===== src/rtl/send_scheduler.sv =====
// ---------------------------------------------------------------------------
// send_scheduler
//
// Paces transmit requests over a two-level index space (segment x copy).
// Each request is preceded by a programmable idle gap. Segments and copies
// are walked either sweep-major (all segments of one copy, then the next
// copy) or segment-major (all copies of one segment, then the next segment).
// The scheduler runs either continuously while enabled or for exactly one
// full sweep per start_frame trigger.
//
// Ports
//   clk125MHz        in   sole clock
//   RST              in   asynchronous active-high reset
//   enable           in   free-run permission
//   frame_sync_mode  in   1: one sweep per start_frame, 0: free-run
//   start_frame      in   one-cycle trigger, honoured only in IDLE
//   abort            in   cancel the current sweep, return to IDLE
//   mode             in   0: sweep-major, 1: segment-major
//   gap_count        in   idle cycles between requests
//   segment_num_max  in   last segment index
//   redundancy       in   copies per segment (0 behaves as 1)
//   busy             in   transmitter occupied, restarts the gap
//   start_sending    out  one-cycle send request
//   segment_num_out  out  segment index of the last request
//   txid_out         out  copy index of the last request (1-based)
//   aux_out          out  sweep counter of the last request
//   cycle_done       out  one-cycle pulse after a sweep wraps
//   active           out  high whenever the scheduler is not IDLE
// ---------------------------------------------------------------------------
module send_scheduler #(
    parameter int SEG_W = 16,
    parameter int ID_W  = 8,
    parameter int AUX_W = 8,
    parameter int CNT_W = 28
) (
    input  logic             clk125MHz,
    input  logic             RST,
    input  logic             enable,
    input  logic             frame_sync_mode,
    input  logic             start_frame,
    input  logic             abort,
    input  logic             mode,
    input  logic [CNT_W-1:0] gap_count,
    input  logic [SEG_W-1:0] segment_num_max,
    input  logic [ID_W-1:0]  redundancy,
    input  logic             busy,
    output logic             start_sending,
    output logic [SEG_W-1:0] segment_num_out,
    output logic [ID_W-1:0]  txid_out,
    output logic [AUX_W-1:0] aux_out,
    output logic             cycle_done,
    output logic             active
);

    typedef enum logic [1:0] {
        IDLE,
        GAP,
        ISSUE,
        ADVANCE
    } state_t;

    state_t           state_q;
    logic [SEG_W-1:0] seg_q;
    logic [ID_W-1:0]  txid_q;
    logic [AUX_W-1:0] aux_q;
    logic [CNT_W-1:0] cnt_q;

    // Configuration snapshot, refreshed only at sweep boundaries so that
    // mid-sweep input changes cannot tear the index sequence.
    logic             mode_q;
    logic [CNT_W-1:0] gap_q;
    logic [SEG_W-1:0] max_q;
    logic [ID_W-1:0]  red_q;

    logic             start_sending_q;
    logic [SEG_W-1:0] seg_out_q;
    logic [ID_W-1:0]  txid_out_q;
    logic [AUX_W-1:0] aux_out_q;
    logic             cycle_done_q;

    // Index update applied in ADVANCE
    logic [SEG_W-1:0] seg_d;
    logic [ID_W-1:0]  txid_d;
    logic             wrap_d;
    logic [ID_W-1:0]  red_eff;
    logic             seg_last;
    logic             txid_last;
    logic             start_ok;

    assign start_ok = !busy && (frame_sync_mode ? start_frame : enable);

    always_comb begin
        // NOTE: every signal gets a default before any branch, otherwise an
        // untaken path holds its old value and a latch is inferred.
        red_eff   = (red_q == '0) ? ID_W'(1) : red_q;
        seg_last  = (seg_q >= max_q);
        txid_last = (txid_q >= red_eff);
        seg_d     = seg_q;
        txid_d    = txid_q;
        wrap_d    = 1'b0;
        if (!mode_q) begin
            // Sweep-major: segment is the inner index
            if (!seg_last) begin
                seg_d = seg_q + SEG_W'(1);
            end else begin
                seg_d = '0;
                if (!txid_last) begin
                    txid_d = txid_q + ID_W'(1);
                end else begin
                    txid_d = ID_W'(1);
                    wrap_d = 1'b1;
                end
            end
        end else begin
            // Segment-major: copy is the inner index
            if (!txid_last) begin
                txid_d = txid_q + ID_W'(1);
            end else begin
                txid_d = ID_W'(1);
                if (!seg_last) begin
                    seg_d = seg_q + SEG_W'(1);
                end else begin
                    seg_d  = '0;
                    wrap_d = 1'b1;
                end
            end
        end
    end

    // NOTE: state is updated with non-blocking assignments only, so every
    // right-hand side below reads the value from before this clock edge.
    always_ff @(posedge clk125MHz or posedge RST) begin
        if (RST) begin
            // NOTE: every flop, including the configuration snapshot, has a
            // defined reset value; none of this is RAM so there is no cost.
            state_q         <= IDLE;
            seg_q           <= '0;
            txid_q          <= ID_W'(1);
            aux_q           <= '0;
            cnt_q           <= '0;
            mode_q          <= 1'b0;
            gap_q           <= '0;
            max_q           <= '0;
            red_q           <= '0;
            start_sending_q <= 1'b0;
            seg_out_q       <= '0;
            txid_out_q      <= ID_W'(1);
            aux_out_q       <= '0;
            cycle_done_q    <= 1'b0;
        end else begin
            start_sending_q <= 1'b0;
            cycle_done_q    <= 1'b0;
            if (abort) begin
                // Abort wins over every transition; aux is kept on purpose
                state_q <= IDLE;
                seg_q   <= '0;
                txid_q  <= ID_W'(1);
            end else begin
                case (state_q)
                    IDLE: begin
                        if (start_ok) begin
                            state_q <= GAP;
                            seg_q   <= '0;
                            txid_q  <= ID_W'(1);
                            cnt_q   <= '0;
                            mode_q  <= mode;
                            gap_q   <= gap_count;
                            max_q   <= segment_num_max;
                            red_q   <= redundancy;
                        end
                    end
                    GAP: begin
                        if (busy) begin
                            cnt_q <= '0;
                        end else if (cnt_q == gap_q) begin
                            // Request fields are captured on entry so they
                            // hold steady until the next request.
                            state_q         <= ISSUE;
                            start_sending_q <= 1'b1;
                            seg_out_q       <= seg_q;
                            txid_out_q      <= txid_q;
                            aux_out_q       <= aux_q;
                        end else begin
                            cnt_q <= cnt_q + CNT_W'(1);
                        end
                    end
                    ISSUE: begin
                        state_q <= ADVANCE;
                    end
                    ADVANCE: begin
                        seg_q  <= seg_d;
                        txid_q <= txid_d;
                        cnt_q  <= '0;
                        if (wrap_d) begin
                            aux_q        <= aux_q + AUX_W'(1);
                            cycle_done_q <= 1'b1;
                            mode_q       <= mode;
                            gap_q        <= gap_count;
                            max_q        <= segment_num_max;
                            red_q        <= redundancy;
                        end
                        if ((wrap_d && frame_sync_mode) || (!enable && !frame_sync_mode)) begin
                            state_q <= IDLE;
                        end else begin
                            state_q <= GAP;
                        end
                    end
                    default: state_q <= IDLE;
                endcase
            end
        end
    end

    assign start_sending   = start_sending_q;
    assign segment_num_out = seg_out_q;
    assign txid_out        = txid_out_q;
    assign aux_out         = aux_out_q;
    assign cycle_done      = cycle_done_q;
    assign active          = (state_q != IDLE);

endmodule


===== config.mk =====
export PLATFORM = sky130hd
export DESIGN_NAME = send_scheduler
export DESIGN_NICKNAME = d
export VERILOG_FILES = /design/src/rtl/send_scheduler.sv
export SDC_FILE = /design/constraint.sdc
export NUM_CORES = 1
export LEC_CHECK = 0
export CAP_MARGIN = 40
export CORE_ASPECT_RATIO = 0.6
export CORE_MARGIN = 4
export CORE_UTILIZATION = 46
export DETAILED_ROUTE_END_ITERATION = 10
export HOLD_SLACK_MARGIN = 0.03
export PLACE_DENSITY = 0.77
export SLEW_MARGIN = 40
export SYNTH_ARGS = -nofsm -noshare
export SYNTH_HDL_FRONTEND = slang
export SYNTH_SLANG_ARGS = --single-unit

===== constraint.sdc =====
create_clock -name clk125MHz -period 4.8 [get_ports clk125MHz]
set_clock_uncertainty 0.15 [all_clocks]
set_input_delay 0.72 -clock clk125MHz [delete_from_list [all_inputs] [get_ports clk125MHz]]
set_output_delay 0.72 -clock clk125MHz [all_outputs]
set_load 0.01 [all_outputs]

==> impl_summary.log, run 1 <==
INFO  metric synth_area_per_cell = 11.2 µm²
INFO  metric synth-simple-area-share = 12.9%
INFO  metric final_design_area_no_fill = 0.00944 mm²
INFO  metric power.static_leakage = 4.33 nW
INFO  metric syn-num-nets = 779
INFO  metric die_area = 0.0189 mm²
INFO  metric whs = 0.337 ns
INFO  metric finalCritPeriodShare = 77.8%
INFO  metric ys_ff_latch = 149
INFO  metric grt_antenna_before_repair = 0
INFO  metric total_gr_overflow = 0
INFO  metric post-synth-top-area-fraction = 48.0%
INFO  metric cp-startpoint = red_q[5]
INFO  metric yosysSeqAreaShare = 48.7%
INFO  metric number_of_enable_type_register_cells_in_the_synthesized_netlist = 0
INFO  metric cts_root_buffer = sky130_fd_sc_hd__clkbuf_16
INFO  metric cts_hold_buf = 0
INFO  metric final_layout_size_suffix_gt1_share = 17.7%
INFO  metric maxCapViolations = 0
INFO  metric synth_xor_xnor_area_share = 4.00%
INFO  metric timing.hold.worst.class = reg2reg
INFO  metric dominant_combinational_cell_family_by_area_after_synthesis = multiplexers
INFO  metric ff2ff_path_depth = 10
INFO  metric final-max-slew-violation-count = 0
INFO  metric wl_per_cell = 17.5 µm
INFO  metric syn-cell-area = 0.00766 mm²
INFO  metric via_count = 5,651
INFO  metric timing.final.hold_violations = 0
INFO  metric synth_compound_gate_area_share = 12.5%
INFO  metric timing.rr.start = red_q[5]
INFO  metric grt_pass1_wl = 29,300 µm
INFO  metric first_global_vias = 5,453
INFO  metric cts_sinks = 149
INFO  metric postPlaceCellArea = 0.00887 mm²
INFO  metric post_synth_num_cell_types = 49
INFO  metric detail_route.vias_per_cell = 5.51
INFO  metric post-place-ws = 1.12 ns
INFO  metric io_buffer_count = 94
INFO  metric cts_resized = 0
INFO  metric run_status = completed
INFO  metric asyncSetResetFlopFracSynth = 100%
INFO  metric ys_top_cells_by_area = sky130_fd_sc_hd__dfrtp_1 48%, sky130_fd_sc_hd__mux2_2 12%, sky130_fd_sc_hd__ha_1 5.4%, sky130_fd_sc_hd__o21ai_0 3.5%, sky130_fd_sc_hd__xor2_1 3.2%
INFO  metric worst_setup_path_endpoint = gap_q[8]
INFO  metric synthCells = 686
INFO  metric post_layout_nonfiller_instances = 1,025
INFO  metric post-route-util = 58.1%
INFO  metric fmaxAchievable = 0.268 GHz
INFO  metric timing.critical_path.arrival = 3.88 ns
INFO  metric ys_dominant_reg_cell = sky130_fd_sc_hd__dfrtp_1
INFO  metric die-width = 175 µm
INFO  metric drt-total-wl = 17,900 µm
INFO  metric initial_core_util = 47.1%
INFO  metric post_cts.repair.setup_buffers = 0
INFO  metric diodes = 0
INFO  metric std_cell_rows = 36
INFO  metric period_needed = 3.74 ns
INFO  metric tritoncts = yes
INFO  metric core_area = 0.0163 mm²
INFO  metric area_growth = 23.2%
INFO  metric vdd_ir_drop_max = 0.000296 V
INFO  metric first_pass_iters = 5
INFO  metric max_slew.worst_pin.slew = 0.824 ns
INFO  metric critical_path.reg2reg.endpoint = gap_q[8]
INFO  metric post-route-worst-setup-slack = 1.06 ns
INFO  metric power_density = 432 mW/mm²
INFO  metric commonest_cells_post_synth = 147 x sky130_fd_sc_hd__dfrtp_1, 83 x sky130_fd_sc_hd__mux2_2, 54 x sky130_fd_sc_hd__o21ai_0
INFO  metric nature_of_the_critical_path_endpoint = flip-flop
INFO  metric top_level_ports = 95
INFO  metric cp-start-kind = flip-flop
INFO  metric synthAdderAreaFrac = 5.39%
INFO  metric relSlewSlack = 45.1%
INFO  metric synth-warning-count = 0
INFO  metric hpwl = 12,700 µm
INFO  metric synth_area_leader_cell = sky130_fd_sc_hd__dfrtp_1
INFO  metric yosys.cell_count.top_type = sky130_fd_sc_hd__dfrtp_1
INFO  metric power = 4.08 mW
INFO  metric grt_max_degree = 99
INFO  metric gp_congestion = 0.809
INFO  metric remaining_design_rule_violation_count = 0
INFO  metric dp_cells = 993
INFO  metric setup-violations-final = 0
INFO  metric clk_path_buf_depth = 2
INFO  metric fp.dieH = 108 µm
INFO  metric grt_setup_unrepaired = no
INFO  metric clock_latency_on_the_worst_skew_pair = 0.42 ns
INFO  metric ant_nets = 0
INFO  metric h-tree-depth = 4
INFO  metric timing.critical_path.fanout_max = 24
INFO  metric r2r_slack = 1.06 ns
INFO  metric tritoncts.num_buffers = 17
INFO  metric crit_type = reg2reg
INFO  metric layout.nets = 877
INFO  metric synth.mux.area_fraction = 13.1%
INFO  metric worstPathRequired = 4.95 ns
INFO  metric grt_util_all_layers = 19.5%
INFO  metric fillCellCount = 1,345
INFO  metric setup-tns-final = 0 ns
INFO  metric drt-initial-drc-count = 477
INFO  metric clkTransAtPathRegs = 0.06 ns
==> power by group <==
| part | internal (mW) | total, mW | switching (mW) |
|---|---|---|---|
| clock | 0.780 | 1.32 | 0.541 |
| combinational | 0.529 | 1.07 | 0.544 |
| sequential | 1.51 | 1.69 | 0.178 |
| total | 2.82 | 4.08 | 1.26 |
==> cells by family (layout without fill, tap and decap cells) <==
family | Yosys count | in the layout
simple gates | 182 | 182
flops | 149 | 149
compound gates | 140 | 140
mux | 88 | 88
buf+inv | 59 | 170
xor+xnor | 35 | 35
fa+ha+maj | 33 | 33
==> final cells by class <==
class,count,area [µm²],share of cell area (%)
clock inverters,12,129,1.36
clock buffers,20,447,4.73
flip-flops and latches,149,3730,39.5
repair buffers,105,1040,11.0
multi-input cells,478,3690,39.0
well taps,228,285,3.02
inverters,33,128,1.35
==> sequential cells by signal (all words and copies together) (netlist names) <==
| register | cells |
|---|---|
| gap_q | 28 |
| aux_q | 8 |
| segment_num_out | 16 |
| txid_q | 8 |
| seg_q | 16 |
| cnt_q | 28 |
| txid_out | 8 |
| state_q | 2 |
| max_q | 16 |
| aux_out | 8 |
| red_q | 8 |
| start_sending | 1 |
| cycle_done | 1 |
| mode_q | 1 |
==> critical path, stage by stage (launching register included) <==
cell and delay [ns]:
sky130_fd_sc_hd__dfrtp_1 0.39, sky130_fd_sc_hd__nor4_1 0.33, sky130_fd_sc_hd__a41o_1 0.23, sky130_fd_sc_hd__ha_1 0.23, sky130_fd_sc_hd__nor2b_1 0.10, sky130_fd_sc_hd__o21ai_0 0.14, sky130_fd_sc_hd__a31oi_1 0.33, sky130_fd_sc_hd__a31oi_4 0.13
sky130_fd_sc_hd__a31oi_4 0.74, sky130_fd_sc_hd__buf_4 0.46, sky130_fd_sc_hd__mux2_2 0.38
==> cells in the final DEF (no fill, tap or decap), types with 7 or more instances in the layout <==
cell / instances
sky130_fd_sc_hd__a21oi_1: 14
sky130_fd_sc_hd__a22o_1: 15
sky130_fd_sc_hd__and2_1: 7
sky130_fd_sc_hd__and3_1: 23
sky130_fd_sc_hd__and4_1: 9
sky130_fd_sc_hd__buf_4: 10
sky130_fd_sc_hd__clkbuf_16: 17
sky130_fd_sc_hd__clkdlybuf4s50_1: 94
sky130_fd_sc_hd__dfrtp_1: 147
sky130_fd_sc_hd__ha_1: 33
sky130_fd_sc_hd__inv_1: 32
sky130_fd_sc_hd__mux2_2: 83
sky130_fd_sc_hd__nand2_1: 32
sky130_fd_sc_hd__nand2b_1: 8
sky130_fd_sc_hd__nand3_1: 23
sky130_fd_sc_hd__nand4_1: 11
sky130_fd_sc_hd__nor2_1: 25
sky130_fd_sc_hd__nor2b_1: 13
sky130_fd_sc_hd__nor3_1: 7
sky130_fd_sc_hd__nor4_1: 12
sky130_fd_sc_hd__o21ai_0: 54
sky130_fd_sc_hd__o31ai_1: 17
sky130_fd_sc_hd__xnor2_1: 7
sky130_fd_sc_hd__xor2_1: 28
==> routing by layer <==
metal  track usage [%]  part of all wire [%]  wire, µm
met1              31.3                    53      9470
met2              26.8                    40      7230
met3              4.82                   6.2      1110
met4              3.47                  0.61       109
met5                 0                     0         0
==> worst min-delay path by stage <==
stage	start	end	slack, ns	cells after the start
6_report	aux_q[7]	aux_q[7]	0.34	1
5_1_grt	aux_q[6]	aux_q[6]	0.37	1
4_1_cts	aux_q[7]	aux_q[7]	0.33	1
3_5_place_dp	aux_q[7]	aux_q[7]	0.32	1
3_3_place_gp	aux_q[7]	aux_q[7]	0.31	1
2_1_floorplan	aux_q[7]	aux_q[7]	0.29	1
Power figures use the tool's default switching activity.
==> run 2, diff against run 1 <==
==> constraint.sdc (replaced) <==
create_clock -name clk125MHz -period 3.4 [get_ports clk125MHz]
set_clock_uncertainty 0.15 [all_clocks]
set_input_delay 0.51 -clock clk125MHz [delete_from_list [all_inputs] [get_ports clk125MHz]]
set_output_delay 0.51 -clock clk125MHz [all_outputs]
set_load 0.01 [all_outputs]
==> impl_summary.log, run 2 (synthesis gave the netlist of run 1 again) <==
INFO  metric hpwl = 12,900 µm
INFO  metric crit_type = reg2reg
INFO  metric run_status = completed
INFO  metric first_pass_iters = 4
INFO  metric post-route-worst-setup-slack = 0.215 ns
INFO  metric grt_pass1_wl = 29,700 µm
INFO  metric timing.hold.worst.class = in2async
INFO  metric grt_setup_unrepaired = no
INFO  metric grtUsageMet1 = 30.8%
INFO  metric final-max-slew-violation-count = 0
INFO  metric total_gr_overflow = 0
INFO  metric wl_per_cell = 17.3 µm
INFO  metric gp_congestion = 0.844
INFO  metric relSlewSlack = 52.5%
INFO  metric met2_usage = 27.9%
INFO  metric post_layout_nonfiller_instances = 1,036
INFO  metric critPathMostFrequentCell = sky130_fd_sc_hd__a31oi_4
INFO  metric path_delay_family = simple AND/OR/NAND/NOR gates
INFO  metric final_design_area_no_fill = 0.00957 mm²
INFO  metric worstPathRequired = 3.55 ns
INFO  metric clkTransAtPathRegs = 0.07 ns
INFO  metric nature_of_the_critical_path_endpoint = flip-flop
INFO  metric layout.nets = 888
INFO  metric core_area = 0.0163 mm²
INFO  metric fp.dieH = 108 µm
INFO  metric fmaxAchievable = 0.314 GHz
INFO  metric clk_path_buf_depth = 2
INFO  metric die_area = 0.0189 mm²
INFO  metric maxCapViolations = 0
INFO  metric reg.largest.list = cnt_q x28, gap_q x28
INFO  metric most_frequent_standard_cell_in_the_layout_excluding_fill_and_tap_cells = sky130_fd_sc_hd__dfrtp_1
INFO  metric setup-violations-final = 0
INFO  metric remaining_design_rule_violation_count = 0
INFO  metric post-place-ws = 0.265 ns
INFO  metric ant_nets = 0
INFO  metric cts_sinks = 149
INFO  metric die-width = 175 µm
INFO  metric cp_cell_sequence = ha_1 -> and4_1 -> nand4_1 -> or4_4 -> a31oi_4 -> a31oi_4 -> buf_12 -> mux2_1
INFO  metric power_density = 599 mW/mm²
INFO  metric period_needed = 3.19 ns
INFO  metric vdd_ir_drop_max = 0.000318 V
INFO  metric cts_hold_buf = 0
INFO  metric grt_util_all_layers = 19.8%
INFO  metric first_global_vias = 5,671
INFO  metric grt_antenna_before_repair = 0
INFO  metric tritoncts = yes
INFO  metric cts_resized = 0
INFO  metric timing.critical_path.fanout_max = 17
INFO  metric grt_max_degree = 47
INFO  metric initial_core_util = 47.1%
INFO  metric cp-start-kind = flip-flop
INFO  metric drt-initial-drc-count = 446
INFO  metric area_growth = 24.8%
INFO  metric cp_slowest_stage_delay = 0.62 ns
INFO  metric via_count = 5,774
INFO  metric cts_root_buffer = sky130_fd_sc_hd__clkbuf_16
INFO  metric tritoncts.num_buffers = 17
INFO  metric timing.critical_path.arrival = 3.34 ns
INFO  metric final_layout_size_suffix_gt1_share = 19.1%
INFO  metric setup-tns-final = 0 ns
INFO  metric master_of_the_slowest_instance_on_the_critical_path = sky130_fd_sc_hd__or4_4
INFO  metric drt-total-wl = 18,000 µm
INFO  metric finalCritPeriodShare = 93.7%
INFO  metric max_slew.worst_pin.slew = 0.712 ns
INFO  metric post_cts.repair.setup_buffers = 0
INFO  metric global_route.usage.met3 = 4.75%
INFO  metric top_level_ports = 95
INFO  metric detail_route.vias_per_cell = 5.57
INFO  metric clock_latency_on_the_worst_skew_pair = 0.42 ns
INFO  metric io_buffer_count = 94
INFO  metric crit_buf_inv = 1
INFO  metric std_cell_rows = 36
INFO  metric timing.final.hold_violations = 0
INFO  metric dp_cells = 1,003
INFO  metric grt_most_used_layer = met1
INFO  metric diodes = 0
INFO  metric postPlaceCellArea = 0.00899 mm²
INFO  metric h-tree-depth = 4
INFO  metric highest_count_cells_in_the_layout_ignoring_fill_and_taps = 147 x sky130_fd_sc_hd__dfrtp_1, 94 x sky130_fd_sc_hd__clkdlybuf4s50_1, 83 x sky130_fd_sc_hd__mux2_2
INFO  metric power.static_leakage = 4.39 nW
-- run 2: cell count changes in the layout (fill, tap and decap cells not counted), sizes merged --
cell | previous run | this run
buf | 11 | 22
clkinvlp | 4 | 5
clkbuf | 20 | 18
bufinv | 2 | 0
clkinv | 5 | 4
inv | 34 | 38
-- run 2: through the flow --
| stage | utilization (%) | power (mW) | hold WS [ns] |
|---|---|---|---|
| after floorplan | - | 3.48 | 0.291 |
| after global placement | 55.2 | 3.90 | 0.313 |
| after detailed placement | 55.3 | 3.97 | 0.315 |
| after CTS | 58.7 | 5.76 | 0.327 |
| after global routing | 58.8 | 6.06 | 0.286 |
| final | 58.8 | 5.73 | 0.263 |
-- run 2: final timing paths --
| path | cells past startpoint | slack [ns] | to | from |
|---|---|---|---|---|
| setup / recovery | 8 | 0.21 | max_q[1] | seg_q[13] |
| hold / removal | 2 | 0.26 | segment_num_out[11] | RST |
| setup reg to reg | 8 | 0.21 | max_q[1] | seg_q[13] |
| hold reg to reg | 1 | 0.32 | aux_q[7] | aux_q[7] |
| max in group asynchronous | 4 | 2.04 | txid_out[0] | RST |
| min in group clk125MHz | 1 | 0.32 | aux_q[7] | aux_q[7] |
-- run 2: area by class of cell --
type / count / area [µm²]
Tap cell: 228 / 285
Multi-Input combinational cell: 478 / 3680
Sequential cell: 149 / 3730
Fill cell: 1397 / 6690
Inverter: 33 / 128
Clock buffer: 18 / 439
Timing Repair Buffer: 116 / 1180
Clock inverter: 14 / 118
-- run 2: worst reg2reg max path, stage by stage, from the launching register on --
cell                      delay (ns)
sky130_fd_sc_hd__dfrtp_1        0.44
sky130_fd_sc_hd__ha_1           0.33
sky130_fd_sc_hd__and4_1         0.31
sky130_fd_sc_hd__nand4_1        0.22
sky130_fd_sc_hd__or4_4          0.62
sky130_fd_sc_hd__a31oi_4        0.22
sky130_fd_sc_hd__a31oi_4        0.22
sky130_fd_sc_hd__buf_12         0.23
sky130_fd_sc_hd__mux2_1         0.32
-- run 2: report_power, final --
group	internal, mW	leakage (nW)	switching, mW
logic	0.794	2.17	0.782
registers	2.13	1.96	0.252
clock network	0.971	0.261	0.800
-- run 2: metal layers --
| metal | wire (µm) | vias up |
|---|---|---|
| li1 | - | 2747 |
| met1 | 9300 | 2865 |
| met2 | 7500 | 151 |
| met3 | 1030 | 11 |
| met4 | 116 | 0 |
| met5 | 0 | - |
==> run 3, diff against run 2 <==
--- a/config.mk
+++ b/config.mk
@@ -10,6 +10,7 @@
 export CORE_MARGIN = 4
 export CORE_UTILIZATION = 46
 export DETAILED_ROUTE_END_ITERATION = 10
+export GPL_TIMING_DRIVEN = 1
 export HOLD_SLACK_MARGIN = 0.03
 export PLACE_DENSITY = 0.77
 export SLEW_MARGIN = 40
==> results of run 3 <==
Final layout, timing and power as in run 2 (identical DEF).
==> RTL edit 1, RTL diff (settings of run 1) <==
Register the input `frame_sync_mode` before use, without a reset. The logic sees it one clock later. The other inputs are not delayed to match.
--- a/src/rtl/send_scheduler.sv
+++ b/src/rtl/send_scheduler.sv
@@ -59,6 +59,12 @@
         ADVANCE
     } state_t;
 
+    logic frame_sync_mode_q;
+
+    always_ff @(posedge clk125MHz) begin
+        frame_sync_mode_q <= frame_sync_mode;
+    end
+
     state_t           state_q;
     logic [SEG_W-1:0] seg_q;
     logic [ID_W-1:0]  txid_q;
@@ -87,7 +93,7 @@
     logic             txid_last;
     logic             start_ok;
 
-    assign start_ok = !busy && (frame_sync_mode ? start_frame : enable);
+    assign start_ok = !busy && (frame_sync_mode_q ? start_frame : enable);
 
     always_comb begin
         // NOTE: every signal gets a default before any branch, otherwise an
@@ -199,7 +205,7 @@
                             max_q        <= segment_num_max;
                             red_q        <= redundancy;
                         end
-                        if ((wrap_d && frame_sync_mode) || (!enable && !frame_sync_mode)) begin
+                        if ((wrap_d && frame_sync_mode_q) || (!enable && !frame_sync_mode_q)) begin
                             state_q <= IDLE;
                         end else begin
                             state_q <= GAP;
Function: changed (a bounded check fails within 4 cycles, from zero or initial values and one cycle with RST high).
==> RTL edit 1 against run 1 <==
- design area is 1.7% higher
- area after synthesis is 0.49% higher
- total power is 3.8% higher
- count of clock-buffer cells in the layout is 2 lower
- critical path depth stayed put
- sequential cell count is 1 higher
- routed wire length is 2.1% higher
- setup slack better by 0.30 ns
- sequential share of layout area is 0.44 points lower
- sequential power hardly changed
- critical endpoint is now gap_q[0]$_DFFE_PP0P_
- largest cell class unchanged
- largest power group unchanged
==> RTL edit 1: results (changes against run 1) <==
mean area per synthesized cell: 11.1 µm² (-0.38%)
headroom to the max-slew limit: 50.0% (+5.0 points)
DRT Wirelength: 18,300 µm (+2.1%)
Fin Hold WS: 0.338 ns (+0.000816 ns)
Critical Path Slowest Stage Cell: buf_4
final worst slack: 1.36 ns (+0.297 ns)
DRT met1 WL: 9570 µm (+1.0%)
top post-synthesis cells by area: dfrtp_1 48%, mux2_2 13%, ha_1 5.4%
met1 Use GR: 30.9% (-0.39 points)
# resized after CTS: 0 (unchanged)
met2 Use GR: 27.5% (+0.69 points)
first-pass GRT wire length: 29,600 µm (+0.94%)
leakage power: 4.30 nW (-0.77%)
syn_nets: 785 (+0.77%)
dpl cell area: 8930 µm² (+0.66%)
Nets: 885 (+0.91%)
commonest cells in the netlist: 147 x dfrtp_1, 87 x mux2_2, 38 x nand2_1
DP Wirelength: 12,600 µm (-0.65%)
pre-CTS setup slack: 1.34 ns (+0.216 ns)
Filler cells: 1,381 (+2.7%)
GPL Wtd Cong: 0.860 (+6.3%)
grt met3 use: 5.35% (+0.52 points)
worst vdd ir: 0.289 mV (-2.4%)
CP max FO: 45 (+88%)
DR pass1 iterations: 4 (-1)
IO buf count: 94 (unchanged)
Switching Share: 29.9% (-1.1 points)
Async S/R FF share, synth: 99.3% (-0.67 points)
sequential area share after synthesis: 48.7% (about the same)
share of layout cells above drive strength 1: 18.3% (+0.59 points)
final cell count without fillers: 1,032 (+0.68%)
CP max stage delay: 0.59 ns (-0.15 ns)
all-layer global routing usage: 19.7% (+0.21 points)
status: finished, final reports clean
met2 wire len: 7440 µm (+2.9%)
Critical R2R Capture: gap_q[0]$_DFFE_PP0P_
Synth cell types: 56 (+14%)
DRT iter0 DRCs: 490 (+2.7%)
Vias/cell: 5.56 (+0.87%)
met3 routed wirelength: 1170 µm (+5.7%)
largest net degree at the start of global routing: 150 (+52%)
==> RTL edit 1: logic make-up after synthesis <==
family | count (synthesis) | synth area share (%)
AOI/OAI and AO/OA | 122 | 10.7
xor gates and xnor gates | 35 | 3.98
adders and majority gates | 33 | 5.36
buffers and inverters | 56 | 3.15
DFF | 150 | 48.7
muxes | 96 | 13.9
and+or+nand+nor | 200 | 14.2
==> RTL edit 1: area by class of cell <==
cell class	count	area [µm²]	area share [%]
flip-flops and latches	150	3750	39.1
multi-input cells	486	3740	38.9
repair buffers	103	1060	11.1
clock buffers	18	429	4.47
well taps	228	285	2.97
clock inverters	13	205	2.14
inverters	34	131	1.37
==> RTL edit 1: power groups by stage <==
stage	combinational, W	clock [W]	sequential (W)
after global placement	0.00103	0	0.00171
after CTS	0.00109	0.00147	0.00170
after floorplan	0.000823	0	0.00165
final	0.00109	0.00145	0.00169
after global routing	0.00121	0.00153	0.00172
after detailed placement	0.00108	0	0.00171
==> RTL edit 2, RTL diff (config.mk and constraints of run 1) <==
Without the edit above. Set the parameter `AUX_W` to 6 (it was 8).
--- a/src/rtl/send_scheduler.sv
+++ b/src/rtl/send_scheduler.sv
@@ -30,7 +30,7 @@
 module send_scheduler #(
     parameter int SEG_W = 16,
     parameter int ID_W  = 8,
-    parameter int AUX_W = 8,
+    parameter int AUX_W = 6,
     parameter int CNT_W = 28
 ) (
     input  logic             clk125MHz,
Ports: changed (resized aux_out); port bits go from 95 to 93. The function was not compared with the original's and may differ.
==> RTL edit 2 against run 1 <==
- area after synthesis down 2.5%
- routed wire length up 0.50%
- die area down 2.4%
- hold slack worse by 0.020 ns
- synthesized cell count down 1.7%
- sequential cell count down 4
- design area down 2.7%
- total power down 3.3%
- setup slack better by 0.32 ns
- maximum frequency up 9.3%
==> RTL edit 2: results (changes against run 1) <==
vias in the first global route: 5,680 (+4.2%)
Reg2Reg Launch Point: seg_q[0]$_DFFE_PP0P_
Hold EP: aux_q[5]$_DFFE_PP0P_
worst vdd ir: 0.246 mV (-17%)
headroom to the max-slew limit: 41.8% (-3.2 points)
top post-synthesis cells by area: dfrtp_1 48%, mux2_2 12%, ha_1 5.5%
Nets: 862 (-1.7%)
GPL Wtd Cong: 0.902 (+11%)
DP Wirelength: 12,900 µm (+1.3%)
commonest cells in the netlist: 143 x dfrtp_1, 78 x mux2_2, 36 x inv_1
all-layer global routing usage: 20.1% (+0.60 points)
Filler cells: 1,235 (-8.2%)
Fin Hold WS: 0.317 ns (-0.0198 ns)
status: finished, final reports clean
Top delay family on crit path: simple AND/OR/NAND/NOR gates
Synth cell types: 59 (+20%)
Critical Path Slowest Stage Cell: or4_1
Vias/cell: 5.81 (+5.3%)
sequential area share after synthesis: 48.6% (-0.084 points)
first-pass GRT wire length: 29,900 µm (+2.0%)
Critical R2R Capture: seg_q[0]$_DFFE_PP0P_
worst reg2reg setup slack: 1.38 ns (+0.32 ns)
Critical Path Sink: seg_q[0]$_DFFE_PP0P_
IO buf count: 92 (-2.1%)
CP max stage delay: 0.77 ns (+0.03 ns)
leakage power: 4.15 nW (-4.3%)
DRT iter0 DRCs: 468 (-1.9%)
Switching Share: 29.9% (-1.0 points)
largest net degree at the start of global routing: 84 (-15%)
CP max FO: 16 (-33%)
worst path arrival time: 3.62 ns (-0.26 ns)
Hold Path Origin: aux_q[5]$_DFFE_PP0P_
initial antenna violation count: 0 (unchanged)
==> RTL edit 2: routing by layer <==
| metal | up-vias | track usage (%) | part of all wire, % |
|---|---|---|---|
| met5 | - | 0 | 0 |
| met4 | 0 | 4.73 | 1.3 |
| met3 | 26 | 5.25 | 7.5 |
| met2 | 230 | 28.5 | 41 |
| met1 | 2789 | 30.7 | 50 |
| li1 | 2669 | - | - |
==> RTL edit 2: power groups by stage <==
stage,registers (W),logic (W),clock network (W)
after detailed placement,0.00167,0.000954,0
after CTS,0.00165,0.000970,0.00135
after global placement,0.00166,0.000903,0
final,0.00165,0.000964,0.00133
after global routing,0.00168,0.00108,0.00141
after floorplan,0.00160,0.000746,0
==> RTL edit 2: cells by family after synthesis <==
| logic type | count (synthesis) | synth area share, % |
|---|---|---|
| AO/OA/AOI/OAI | 123 | 10.8 |
| buffers and inverters | 60 | 3.68 |
| AND/OR/NAND/NOR | 189 | 13.9 |
| adder cells (fa/ha/maj) | 33 | 5.53 |
| multiplexers | 91 | 13.6 |
| flip-flops | 145 | 48.6 |
| XOR/XNOR | 33 | 3.87 |
==> RTL edit 2: area by class of cell <==
class | instances | area share, %
flip-flops and latches | 145 | 39.5
multi-input cells | 469 | 39.0
repair buffers | 100 | 10.8
clock buffers | 18 | 4.67
well taps | 203 | 2.76
clock inverters | 13 | 1.77
inverters | 36 | 1.52
==> RTL edit 2: metrics by stage <==
stage          instance area (µm²)  total power (W)  util [%]  worst slack, ns  cells
6_report                      9190          0.00394      58.8             1.38    984
5_1_grt                       9190          0.00417      58.8             1.07    984
4_1_cts                       9190          0.00398      58.8             1.35    984
3_5_place_dp                  8600          0.00263      55.0             1.31    953
3_3_place_gp                  8590          0.00257      55.0             1.37    953
2_1_floorplan                 7470          0.00235         -           0.0387    674
